==> src/rtl/class_vote_collector.sv <==
// Byte-stream feature assembler and per-class vote reducer wrapped around a
// combinational decision-tree bank; returns the winning class on valid/ready.
module class_vote_collector #(
  parameter int NUM_FEAT    = 51,
  parameter int NUM_CLASSES = 6,
  parameter int NUM_TREES   = 4,
  parameter int EVAL_CYCLES = 1,
  parameter int CLASS_W     = 3,
  parameter int CNT_W       = 3
) (
  input  logic                             clk,
  input  logic                             rst_n,
  input  logic                             in_valid,
  output logic                             in_ready,
  input  logic [7:0]                       in_data,
  output logic [NUM_FEAT-1:0]              feat,
  output logic                             feat_valid,
  input  logic [NUM_CLASSES*NUM_TREES-1:0] tree_votes,
  output logic                             out_valid,
  input  logic                             out_ready,
  output logic [CLASS_W-1:0]               out_class,
  output logic [CNT_W-1:0]                 out_votes
);

  localparam int NBYTES = (NUM_FEAT + 7) / 8;
  localparam int BI_W   = (NBYTES > 1) ? $clog2(NBYTES) : 1;
  localparam int EC_W   = (EVAL_CYCLES > 1) ? $clog2(EVAL_CYCLES + 1) : 1;
  localparam int NV     = NUM_CLASSES * NUM_TREES;

  typedef enum logic [1:0] {LOAD, EVAL, SCAN, OUT} state_e;

  state_e              state_q;
  logic [BI_W-1:0]     byte_idx_q;
  logic [NUM_FEAT-1:0] feat_q, feat_d;
  logic [EC_W-1:0]     eval_cnt_q;
  logic [NV-1:0]       votes_q;
  logic [CLASS_W-1:0]  cls_idx_q, best_cls_q, best_cls_d;
  logic [CNT_W-1:0]    best_cnt_q, best_cnt_d, cnt_cur;
  logic [NUM_TREES-1:0] slice;
  logic [NBYTES*8-1:0] feat_wide;
  logic                in_ready_q, feat_valid_q, out_valid_q;
  logic [CLASS_W-1:0]  out_class_q;
  logic [CNT_W-1:0]    out_votes_q;

  function automatic logic [CNT_W-1:0] popcount(input logic [NUM_TREES-1:0] s);
    logic [CNT_W-1:0] n;
    n = '0;
    for (int t = 0; t < NUM_TREES; t++) n = n + CNT_W'(s[t]);
    return n;
  endfunction

  // Bits above NUM_FEAT in the final byte fall off when narrowing back.
  always_comb begin
    feat_wide = '0;
    feat_wide[NUM_FEAT-1:0] = feat_q;
    feat_wide[int'(byte_idx_q)*8 +: 8] = in_data;
    feat_d = feat_wide[NUM_FEAT-1:0];
  end

  // Strict compare keeps the lower class index on ties and never lets a
  // zero-vote class displace the initial class 0 / count 0.
  always_comb begin
    slice      = NUM_TREES'(votes_q >> (int'(cls_idx_q) * NUM_TREES));
    cnt_cur    = popcount(slice);
    best_cnt_d = best_cnt_q;
    best_cls_d = best_cls_q;
    if (cnt_cur > best_cnt_q) begin
      best_cnt_d = cnt_cur;
      best_cls_d = cls_idx_q;
    end
  end

  always_ff @(posedge clk) begin
    if (!rst_n) begin
      state_q      <= LOAD;
      byte_idx_q   <= '0;
      feat_q       <= '0;
      eval_cnt_q   <= '0;
      votes_q      <= '0;
      cls_idx_q    <= '0;
      best_cnt_q   <= '0;
      best_cls_q   <= '0;
      in_ready_q   <= 1'b1;
      feat_valid_q <= 1'b0;
      out_valid_q  <= 1'b0;
      out_class_q  <= '0;
      out_votes_q  <= '0;
    end else begin
      case (state_q)
        LOAD: begin
          if (in_valid && in_ready_q) begin
            feat_q <= feat_d;
            if (byte_idx_q == BI_W'(NBYTES - 1)) begin
              byte_idx_q   <= '0;
              eval_cnt_q   <= EC_W'(EVAL_CYCLES);
              in_ready_q   <= 1'b0;
              feat_valid_q <= 1'b1;
              state_q      <= EVAL;
            end else begin
              byte_idx_q <= byte_idx_q + BI_W'(1);
            end
          end
        end
        EVAL: begin
          eval_cnt_q <= eval_cnt_q - EC_W'(1);
          if (eval_cnt_q == EC_W'(1)) begin
            votes_q    <= tree_votes;
            cls_idx_q  <= '0;
            best_cnt_q <= '0;
            best_cls_q <= '0;
            state_q    <= SCAN;
          end
        end
        SCAN: begin
          best_cnt_q <= best_cnt_d;
          best_cls_q <= best_cls_d;
          if (cls_idx_q == CLASS_W'(NUM_CLASSES - 1)) begin
            out_class_q <= best_cls_d;
            out_votes_q <= best_cnt_d;
            out_valid_q <= 1'b1;
            state_q     <= OUT;
          end else begin
            cls_idx_q <= cls_idx_q + CLASS_W'(1);
          end
        end
        OUT: begin
          if (out_ready) begin
            out_valid_q  <= 1'b0;
            in_ready_q   <= 1'b1;
            feat_valid_q <= 1'b0;
            byte_idx_q   <= '0;
            state_q      <= LOAD;
          end
        end
        default: state_q <= LOAD;
      endcase
    end
  end

  assign in_ready   = in_ready_q;
  assign feat       = feat_q;
  assign feat_valid = feat_valid_q;
  assign out_valid  = out_valid_q;
  assign out_class  = out_class_q;
  assign out_votes  = out_votes_q;

endmodule

==> config.mk <==
export PLATFORM = sky130hd
export DESIGN_NAME = class_vote_collector
export DESIGN_NICKNAME = d
export VERILOG_FILES = /design/src/rtl/class_vote_collector.sv
export SDC_FILE = /design/constraint.sdc
export NUM_CORES = 1
export LEC_CHECK = 0
export CORE_UTILIZATION = 46
export CTS_CLUSTER_SIZE = 28
export DETAILED_ROUTE_END_ITERATION = 7
export GPL_TIMING_DRIVEN = 0
export PLACE_DENSITY_LB_ADDON = 0.3
export REMOVE_ABC_BUFFERS = 1
export SLEW_MARGIN = 30
export SYNTH_ARGS = -nofsm -noshare
export SYNTH_HDL_FRONTEND = slang
export SYNTH_SLANG_ARGS = --single-unit
==> constraint.sdc <==
create_clock -name clk -period 3.15 [get_ports clk]
set_input_delay 0.63 -clock clk [delete_from_list [all_inputs] [get_ports clk]]
set_output_delay 0.63 -clock clk [all_outputs]
set_load 0.02 [all_outputs]
# Word-level counts from Yosys, hierarchy flattened
# Cells that the tools add are included.
# classes
n_shift	3
n_eq_ne	11
n_lt_le_gt_ge	1
n_addsub	7
muxes	29
reduce_logical	16
# op_table
cell	n
56-bit bitwise mux	1
8-bit by 33-bit variable shift with 56-bit output (first input constant)	1
8-bit by 33-bit indexed part select with 56-bit output	1
6-bit negator with 33-bit output	1
3-bit case mux with 2 select lines	4
24-bit by 5-bit >> shifter with 4-bit output	1
3-bit two-way mux	7
2-bit inequality test (second input constant)	6
3-bit AND reduction	4
2-bit two-way mux	5
1-bit case mux with 2 select lines	4
2-bit case mux with 4 select lines	1
2-bit AND reduction	4
2-bit nonzero test	4
1-bit two-way mux	7
3-bit by 1-bit adder with 3-bit output (second input constant)	2
3-bit equality test (second input constant)	2
5-bit AND reduction	1
2-bit equality test (second input constant)	2
4-bit AND reduction	1
2-bit by 1-bit adder with 3-bit output	1
3-bit by 1-bit adder with 3-bit output	1
3-bit greater-than comparator	1
1-bit by 1-bit adder with 2-bit output	1
other kinds (4)	4
# word_totals
word_cells	80
out_inout_bits	60
ff_bits	99

# Logic depth before layout (Yosys ltp)
# logic_depth
depth_word	7
mapped_depth	13
depth_no_buf	12

# Least setup slack after synthesis
# Ideal clock, no wire load.
# synth_path
kind	register to register
startpoint	register cls_idx_q[0]
endpoint	register best_cls_q[0]
arrival_ns	3.362
stages_incl_launch_ff	13
period_less_slack_ns	3.484
setup_ns	0.122
path_slack_ns	-0.334
path_cell_list	dfxtp_1 > buf_2 > mux4_2 > mux2i_1 > fa_1 > inv_1 > ha_1 > ha_1 > ha_1 > and3_1 > a21oi_2 > nand3_2 > mux2i_1
# synth_via
elab_chain_len	7
# synth_lines
element	line	source
start, declared	37	logic [CLASS_W-1:0] cls_idx_q, best_cls_q, best_cls_d;
start signal, assigned	123	cls_idx_q <= cls_idx_q + CLASS_W'(1);
24-bit by 5-bit >> shifter with 4-bit output	63	slice = NUM_TREES'(votes_q >> (int'(cls_idx_q) * NUM_TREES));
1-bit by 1-bit adder with 2-bit output	48	for (int t = 0; t < NUM_TREES; t++) n = n + CNT_W'(s[t]);
2-bit by 1-bit adder with 3-bit output	48	
3-bit by 1-bit adder with 3-bit output	48	
3-bit greater-than comparator	67	if (cnt_cur > best_cnt_q) begin
3-bit two-way mux (*)	67	
3-bit case mux with 2 select lines (*)	89	case (state_q)
end signal, assigned	116	best_cls_q <= best_cls_d;
end, declared	37	
# Every way passes the cells marked *; elsewhere a longest branch is shown, timed or not.
# A chain may end at the register's enable or synchronous reset.

# Worst setup path after layout
# layout_path
startpoint	register cls_idx_q[0]
endpoint	register out_votes_q[0] (netlist: out_votes[0])
# layout_via
elab_chain_len	6
word_cells_on_any_way	8
# layout_lines
element	line	source
24-bit by 5-bit >> shifter with 4-bit output	63	
1-bit by 1-bit adder with 2-bit output	48	
2-bit by 1-bit adder with 3-bit output	48	
3-bit by 1-bit adder with 3-bit output	48	
3-bit greater-than comparator	67	
3-bit two-way mux	67	
end signal, assigned	119	out_votes_q <= best_cnt_d;
end, declared	43	logic [CNT_W-1:0] out_votes_q;
# Parallel ways exist; a longest one is shown, timed or not.

==> metrics <==
Max Slew Vio Count=0; sw frac=a little under a third; I/O pin cnt=96; initial antenna violation count=0; Core Area=between 9000 and 10000 um2; die area=10300 um2; global-route wire length before repair=16.1 mm; compound-cell area share of the yosys netlist=10.0%; slowest stage cell, crit path=mux4_2; fill count=810; area of the multi-input gates=2480 um2; Vias/cell=about 5; vias=3437; largest net degree at the start of global routing=56; Synthesis Warnings=0; Setup Viol. Count Final=0; ys flop type=dfxtp_1; Util after Layout=62.8%; initial drt markers=105; Reg area=around 2000 um2; slew margin rel.=43.1%; drt pass-1 iters=4; WP buf/inv=2; P_sw=0.842 mW; Clock Path Buffers=2; synth unique cells=42; vias in the first global route=3338; Arrival @ worst endpoint=3.37 ns; combinational power share=between 20% and 30%; Clock Latency Late Sink=0.37 ns; Total GRT Usage=19.9%; worst-path cell chain=mux4_2 -> mux2i_2 -> fa_1 -> inv_2 -> ha_4 -> ha_4 -> ha_4 -> nand3b_1 -> a21oi_4 -> buf_12 -> mux2i_1 -> a21oi_1; Pwr Total=2.76 mW; part of the power in registers=slightly below 50%; Die Wd=101 um; RSZ-0062 raised after global routing=yes; Final nets=604; Clock power frac=28.6%; Simple-Gate Fraction of Synth Area=~20%; CP delay by family, top=adder cells; XOR/XNOR Fraction of Synth Area=0%; asr flop ratio synth=0%; CTS Sinks=99; commonest cells after routing, fill and taps aside=dfxtp_1 (97), clkdlybuf4s50_1 (94), nand2_1 (72), mux2i_1 (67), nor2b_1 (55); startpoint types=register; Synth Register Bits=99; worst path required time=approximately 3.4 ns; HPWL Detailed=between 6 and 7 mm; area delta synth->final=30.1%; Final min period=3.13 ns; final hold slack=0.449 ns; most common cell after layout, fill and taps aside=dfxtp_1; routability congestion estimate=around 0.74; Overflow after GRT=0; Worst-path clk slew=about 0.1 ns; Routed wire per std cell=14.2 um; clock tree from TritonCTS=yes; max cap viols=0; largest family of logic cells by synthesized area=simple AND/OR/NAND/NOR gates; actual slew at the worst max-slew pin=0.854 ns; Gate Count Post-Synth=around 470; layout cells sized above 1=approximately a tenth; root buf cell=clkbuf_8; TritonCTS Buffers=9; Cell Pwr Density=468 nW/um2; Hold Violations, Final=0; Internal=1.92 mW; Chip Height=about 100 um; VDD IR-drop max=roughly 280 uV; P_leak=2.11 nW; Initial Util=48.2%; mux contribution to synthesized area=17.7%; antenna violation net count after detailed routing=0; synthesized area=between 4000 and 5000 um2; crit path max fanout=6; adder-cell share of the synthesized area=4.57%; TNS Setup=0 ns; DRC=0; H-tree levels=3; outcome=complete, no violations; Final period util=99.3%; number of synthesized flops with an enable pin=0; max incr delay on CP=0.52 ns; most used cell along the critical path=ha_4; Syn Area/Cell=a little under 10 um2; # rows=35; DRT Wirelength=9.77 mm; fmax=320 MHz; ant diodes=0; CP Class=register to register; post-route clock skew=about 0.020 ns; Hold Crit Class=register to register; CP Capture Type=register; I/O Buffers=95; post-synthesis sequential area ratio=about 44%
state kept, by name, indices dropped and copies added (netlist names):
register / flops
feat: 51
votes_q: 24
best_cls_q: 3
best_cnt_q: 3
byte_idx_q: 3
cls_idx_q: 3
out_class: 3
out_votes: 3
state_q: 2
eval_cnt_q: 1
feat_valid: 1
in_ready: 1
out_valid: 1
cells by family (layout without fill, tap and decap cells):
family / after synthesis / after routing
adders and majority gates: 16 / 16
buffers and inverters: 41 / 133
DFF: 99 / 99
AOI/OAI and AO/OA: 64 / 64
muxes: 75 / 75
and+or+nand+nor: 170 / 170
cell type report:
class / count / area share [%]
Timing Repair Buffer: 103 / 17.5
Tap cell: 129 / 2.73
Sequential cell: 99 / 33.6
Multi-Input combinational cell: 325 / 42.0
Inverter: 14 / 0.889
Clock buffer: 10 / 2.33
Clock inverter: 6 / 0.932
worst register-to-register path: cells and delay by family (launching register included):
family	cells	cell delay (ns)
adders and majority gates	4	1.08
AOI/OAI and AO/OA	2	0.29
DFF	1	0.41
and+or+nand+nor	1	0.14
buffers and inverters	2	0.22
muxes	3	0.90
repair_timing:
action | in CTS | in global routing
setup endpoints to repair | 12 | 10
setup buffers | 3 | 1
resized for setup | 11 | 8
hold buffers | 0 | 0
pin swaps | 2 | 8
worst paths after layout:
path	start	end	slack [ns]	depth (start not counted)
worst min register to register	feat_valid	feat_valid	0.45	2
worst max-delay path	cls_idx_q[0]	out_votes[0]	0.02	12
worst max register to register	cls_idx_q[0]	out_votes[0]	0.02	12
worst min-delay path	feat_valid	feat_valid	0.45	2
power groups by stage:
stage	Sequential, mW	Clock (mW)	Combinational, mW
after floorplan	1.41	0	0.351
final	1.35	0.791	0.625
after global routing	1.35	0.847	0.684
after global placement	1.38	0	0.582
after CTS	1.35	0.810	0.625
after detailed placement	1.38	0	0.614
cell usage after synthesis, types with 2 or more instances:
cell type	n	area (um2)
a211oi_1	2	15.0
buf_4	3	22.5
and2_1	3	18.8
clkbuf_1	17	63.8
ha_1	15	188
mux4_2	4	90.1
buf_2	5	25.0
a21oi_1	11	55.1
a21boi_0	32	240
nand3_1	4	20.0
o21ai_0	11	55.1
nand4b_1	2	17.5
nor3b_1	2	15.0
a21o_1	2	15.0
mux2_2	2	22.5
nor2_1	9	33.8
nor2b_1	55	344
inv_1	14	52.6
dfxtp_1	99	1980
nand3_2	2	20.0
nor4b_1	2	17.5
nand2_1	73	274
mux2i_1	69	691
nand4_1	2	12.5
nand2b_1	4	25.0
and3_1	5	31.3
stage by stage:
step	setup WS [ns]	area [um2]	std cells
2_1_floorplan	-0.341	4410	438
3_3_place_gp	-0.850	5530	662
3_5_place_dp	-0.838	5580	666
4_1_cts	0.00544	5870	685
5_1_grt	-0.163	5910	686
6_report	0.0234	5910	686
routing by layer:
layer  vias to the layer above  track usage [%]  part of all wire, %
met3                        10             3.31                  3.5
li1                       1749                -                    -
met5                         -                0                    0
met4                         0             6.35                  1.3
met2                        55             32.9                   48
met1                      1623             26.6                   47
Power figures use the tool's default switching activity.
